### src/rtl/conv_pixel_engine.sv
// Per-pixel convolution engine: int8 MAC over TAPS terms, bias, optional leaky ReLU, requantize to int8.
// Optional build macro CONV_PIXEL_ENGINE_SAT_CNT_EN adds a saturation event counter output (sat_count).
module conv_pixel_engine #(
  parameter int TAPS    = 27,
  parameter int NUM_OCH = 32,
  parameter int ACC_W   = 32,
  parameter int SCALE_Q = 16
) (
  input  logic                        clk,
  input  logic                        rst,
  input  logic                        start,
  input  logic [15:0]                 scale,
  input  logic                        leaky_en,
  input  logic                        tap_valid,
  output logic                        tap_ready,
  input  logic signed [7:0]           tap_weight,
  input  logic signed [7:0]           tap_act,
  input  logic signed [ACC_W-1:0]     bias,
  output logic                        out_valid,
  input  logic                        out_ready,
  output logic signed [7:0]           out_data,
  output logic [$clog2(NUM_OCH)-1:0]  out_ch,
  output logic                        out_last,
`ifdef CONV_PIXEL_ENGINE_SAT_CNT_EN
  output logic [15:0]                 sat_count,
`endif
  output logic                        busy
);

  localparam int CH_W  = $clog2(NUM_OCH);
  localparam int TAP_W = $clog2(TAPS + 1);
  localparam int QW    = ACC_W + 17;

  localparam logic [2:0] IDLE  = 3'd0;
  localparam logic [2:0] ACCUM = 3'd1;
  localparam logic [2:0] BIAS  = 3'd2;
  localparam logic [2:0] ACT   = 3'd3;
  localparam logic [2:0] QUANT = 3'd4;
  localparam logic [2:0] OUT   = 3'd5;

  localparam logic signed [QW-1:0] Q_RND = QW'(1) <<< (SCALE_Q - 1);
  localparam logic signed [QW-1:0] Q_MAX = QW'(127);
  localparam logic signed [QW-1:0] Q_MIN = QW'(-128);

  logic [2:0]              state;
  logic [CH_W-1:0]         ch;
  logic [TAP_W-1:0]        tap_cnt;
  logic signed [ACC_W-1:0] acc;
  logic signed [ACC_W-1:0] bias_q;
  logic [15:0]             scale_q;
  logic                    leaky_q;

  logic signed [15:0]      prod;
  logic signed [ACC_W-1:0] prod_ext;
  logic signed [QW-1:0]    q_full;
  logic signed [QW-1:0]    q_shift;
  logic                    q_hi;
  logic                    q_lo;
  logic signed [7:0]       q_byte;

  assign prod     = tap_weight * tap_act;
  assign prod_ext = ACC_W'(prod);

  // The product of an ACC_W value and a 17-bit non-negative scale always fits in QW bits.
  assign q_full  = QW'(acc) * QW'($signed({1'b0, scale_q}));
  assign q_shift = (q_full + Q_RND) >>> SCALE_Q;
  assign q_hi    = q_shift > Q_MAX;
  assign q_lo    = q_shift < Q_MIN;
  assign q_byte  = q_hi ? 8'sd127 : (q_lo ? -8'sd128 : q_shift[7:0]);

  assign tap_ready = (state == ACCUM);
  assign out_valid = (state == OUT);
  assign busy      = (state != IDLE);
  assign out_ch    = ch;
  assign out_last  = (state == OUT) && (ch == CH_W'(NUM_OCH - 1));

  // NOTE: all state is updated with non-blocking assignments so every register sees pre-edge values.
  always_ff @(posedge clk or posedge rst) begin
    if (rst) begin
      state    <= IDLE;
      ch       <= '0;
      tap_cnt  <= '0;
      acc      <= '0;
      bias_q   <= '0;
      scale_q  <= '0;
      leaky_q  <= 1'b0;
      out_data <= '0;
    end else begin
      case (state)
        IDLE: begin
          if (start) begin
            state   <= ACCUM;
            ch      <= '0;
            tap_cnt <= '0;
            acc     <= '0;
            scale_q <= scale;
            leaky_q <= leaky_en;
          end
        end
        ACCUM: begin
          if (tap_valid) begin
            acc <= acc + prod_ext;
            if (tap_cnt == '0) bias_q <= bias;
            if (tap_cnt == TAP_W'(TAPS - 1)) begin
              tap_cnt <= '0;
              state   <= BIAS;
            end else begin
              tap_cnt <= tap_cnt + 1'b1;
            end
          end
        end
        BIAS: begin
          acc   <= acc + bias_q;
          state <= ACT;
        end
        ACT: begin
          if (leaky_q && acc[ACC_W-1]) acc <= acc >>> 3;
          state <= QUANT;
        end
        QUANT: begin
          out_data <= q_byte;
          state    <= OUT;
        end
        OUT: begin
          if (out_ready) begin
            if (ch == CH_W'(NUM_OCH - 1)) begin
              state <= IDLE;
            end else begin
              ch      <= ch + 1'b1;
              tap_cnt <= '0;
              acc     <= '0;
              state   <= ACCUM;
            end
          end
        end
        default: state <= IDLE;
      endcase
    end
  end

`ifdef CONV_PIXEL_ENGINE_SAT_CNT_EN
  always_ff @(posedge clk or posedge rst) begin
    if (rst) begin
      sat_count <= '0;
    end else if (state == IDLE && start) begin
      sat_count <= '0;
    end else if (state == QUANT && (q_hi || q_lo) && sat_count != 16'hFFFF) begin
      sat_count <= sat_count + 16'd1;
    end
  end
`endif

endmodule
### config.mk
export PLATFORM = sky130hd
export DESIGN_NAME = conv_pixel_engine
export DESIGN_NICKNAME = d
export VERILOG_FILES = /design/src/rtl/conv_pixel_engine.sv
export SDC_FILE = /design/constraint.sdc
export NUM_CORES = 2
export LEC_CHECK = 0
export CAP_MARGIN = 30
export CELL_PAD_IN_SITES_DETAIL_PLACEMENT = 1
export CELL_PAD_IN_SITES_GLOBAL_PLACEMENT = 1
export CORE_MARGIN = 2
export CORE_UTILIZATION = 51
export CTS_BUF_LIST = sky130_fd_sc_hd__clkbuf_8
export DETAILED_ROUTE_END_ITERATION = 8
export PLACE_DENSITY_LB_ADDON = 0.2
export SYNTH_ARGS = -nofsm -noshare
export SYNTH_HDL_FRONTEND = slang
export SYNTH_SLANG_ARGS = --single-unit
export TNS_END_PERCENT = 20
### constraint.sdc
create_clock -name clk -period 9.98 [get_ports clk]
set_input_delay 2.994 -clock clk [delete_from_list [all_inputs] [get_ports clk]]
set_output_delay 2.994 -clock clk [all_outputs]
set_load 0.02 [all_outputs]
==> results.sh <==
export IMPL_dr_total_vias=22786
export IMPL_viasPerCell=5.56
export IMPL_grt_overflow=0
export IMPL_fp_row_count=89
export IMPL_initial_core_util_pct=51.2
export IMPL_clock_sinks=102
export IMPL_hold_class="flip-flop to flip-flop"
export IMPL_crit_top_cell="fa_1"
export IMPL_clock_latency_ns=0.49
export IMPL_ys_top_cells_by_count="833 x inv_1, 625 x fa_1, 357 x and2_1"
export IMPL_area_growth_pct=6.40
export IMPL_cp_start_kind="input pin"
export IMPL_r2r_start="acc[4]"
export IMPL_yosys_warnings=0
export IMPL_finalCritPeriodShare_pct=94.4
export IMPL_grt_usage_pct=29.7
export IMPL_nFillCells=6781
export IMPL_layout_drive_gt1_share_pct=4.24
export IMPL_seqCellArea_um2=2550
export IMPL_clock_skew_ns=0.0476
export IMPL_crit_chain="clkdlybuf4s50_1 -> nand2_1 -> buf_4 -> inv_1 -> fa_1 -> fa_1 -> fa_1 -> fa_1 -> fa_1 -> ha_1 -> o21ai_0 -> o21ai_0 -> a21oi_1 -> o21ai_0 -> o221ai_1 -> a31oi_1 -> a311oi_1 -> o21bai_1 -> a21oi_1 -> xnor2_1 -> a21boi_0 -> o221ai_1"
export IMPL_rsz0062_at_grt="false"
export IMPL_first_iter_violations=1110
export IMPL_crit_fanout=11
export IMPL_portBuffers=86
export IMPL_synth_net_count=4249
export IMPL_cts_hold_buf=0
export IMPL_cp_slowest_stage_delay_ns=0.66
export IMPL_syn_avg_cell_area_um2=9.09
export IMPL_drc_errors=0
export IMPL_crit_start="tap_act[0]"
export IMPL_postCtsResizedCells=0
export IMPL_gp_congestion=0.889
export IMPL_async_flop_share_pct=100
export IMPL_core_area_um2=58700
export IMPL_die_area_um2=60900
export IMPL_cts_root_buf="clkbuf_8"
export IMPL_yosysTopAreaCellShare_pct=41.6
export IMPL_max_freq_mhz=106
export IMPL_yosysTopAreaCell="fa_1"
export IMPL_cts_buffers_inserted=9
export IMPL_crit_arrival_ns=9.75
export IMPL_critPathKind="input pin to flip-flop"
export IMPL_worst_pin_slew_ns=1.04
export IMPL_detail_route_antenna_nets=0
export IMPL_status="completed"
export IMPL_first_pass_iters=5
export IMPL_end_kind="flip-flop"
export IMPL_wl_mm=86.2
export IMPL_worst_slack_ns=0.560
export IMPL_multiInputGateArea_um2=23900
export IMPL_ios=87
export IMPL_cap_violations=0
export IMPL_cts_setup_buffers=0
export IMPL_synth_most_common_cell="inv_1"
export IMPL_synth_edf_count=0
export IMPL_grt_pass1_wl_mm=139
export IMPL_antenna_found_initial=1
export IMPL_place_ws_ns=0.118
export IMPL_slew_violations=0
export IMPL_synth_distinct_cells=79
export IMPL_synth_ff_type="dfrtp_1"
export IMPL_syn_inst=3306
export IMPL_netlist_area_um2=30100
export IMPL_htreeDepth=3
export IMPL_yosysSeqAreaShare_pct=8.49
export IMPL_route_detailed_wl_per_inst_um=21.0
export IMPL_die_w_um=247
export IMPL_cpMaxStageDelayCell="clkdlybuf4s50_1"
export IMPL_cts_tree="built"
export IMPL_fin_nets=4262
export IMPL_hold_violations=0
export IMPL_ys_top_cells_by_area="fa_1 42%, inv_1 10%, ha_1 10%"
export IMPL_dpl_hpwl_mm=71.2
export IMPL_grt_start_max_net_pins=58
export IMPL_critical_path_required_ns=10.31
export IMPL_clk_path_buf_depth=2
export IMPL_clk_pin_slew_ns=0.13
export IMPL_die_height_um=247
export IMPL_hp_start="leaky_q"
export IMPL_setup_tns_ns=0
export IMPL_relSlewSlack_pct=30.6
export IMPL_setup_violations=0
export IMPL_grt_pass1_vias=26524
export IMPL_synth_seq_cells=102
export IMPL_post_route_min_period_ns=9.42
==> layout by cell type (no fill, tap or decap), drive strengths merged, types with 8 or more instances in the layout <==
cell type / instances
fa: 625
clkdlybuf4s50: 86
a221oi: 16
a31oi: 14
inv: 837
o22ai: 9
and2: 357
or3: 17
nor3: 25
a21o: 37
a211oi: 11
nand2b: 22
nand3: 20
nand2: 312
dfrtp: 102
a22oi: 9
buf: 42
nor2: 57
clkbuf: 9
a222oi: 8
mux2: 55
xor2: 25
ha: 248
o21a: 15
a21boi: 9
nor2b: 8
and3: 16
a21oi: 73
a31o: 8
xnor2: 54
nand4: 10
o21ai: 90
==> state kept, by name (all words and copies together), names as in the netlist <==
register and flops:
out_ch 5, out_data 8, state 3, tap_cnt 5
acc 32, leaky_q 1, scale_q 16, bias_q 32
==> final cells by class <==
type,count,area share [%]
repair buffers,128,3.83
clock inverters,7,0.231
well taps,773,3.02
multi-input cells,2244,74.7
clock buffers,9,0.387
inverters,834,9.79
flip-flops and latches,102,7.98
diodes,2,0.0156
==> worst paths after layout <==
check,to,slack [ns],cells after the start
worst max-delay path,acc[29],0.56,22
worst max register to register,out_data[3],1.36,26
worst min register to register,leaky_q,0.53,1
min in group asynchronous,bias_q[7],3.02,2
max in group asynchronous,acc[6],5.69,3
worst min-delay path,leaky_q,0.53,1
==> cells by family (layout without fill, tap and decap cells) <==
| family | after synthesis | after routing | share of synthesized area, % |
|---|---|---|---|
| fa+ha+maj | 873 | 873 | 51.9 |
| xor+xnor | 79 | 79 | 2.30 |
| simple gates | 881 | 881 | 15.3 |
| other cells | 0 | 2 | 0 |
| flops | 102 | 102 | 8.49 |
| mux | 57 | 57 | 2.13 |
| compound gates | 354 | 354 | 7.81 |
| buf+inv | 960 | 978 | 12.0 |
==> routing by layer <==
metal	share of wire, %	track usage (%)	up-vias
li1	-	-	10035
met1	38	34.7	12050
met2	54	55.0	496
met3	3.2	2.69	205
met4	4.7	13.6	0
met5	0	0	-
==> worst max-delay path, delay by kind of cell <==
family	cells	cell delay, ns
AO/OA/AOI/OAI	11	2.83
XOR/XNOR	1	0.09
buffers and inverters	3	1.01
AND/OR/NAND/NOR	1	0.10
adder cells (fa/ha/maj)	6	2.72
==> stage by stage <==
step | hold WS [ns] | area [µm²] | instances | utilization, %
6_report | 0.527 | 32000 | 4099 | 54.5
5_1_grt | 0.552 | 32000 | 4098 | 54.5
4_1_cts | 0.533 | 32000 | 4096 | 54.5
3_5_place_dp | 0.499 | 31800 | 4080 | 54.1
3_3_place_gp | 0.481 | 31700 | 4078 | 54.0
2_1_floorplan | 0.471 | 30100 | 3306 | -
Power is left out: the tool's default activity adds up to more than one toggle a clock period on the data nets, which glitch-free logic cannot reach.
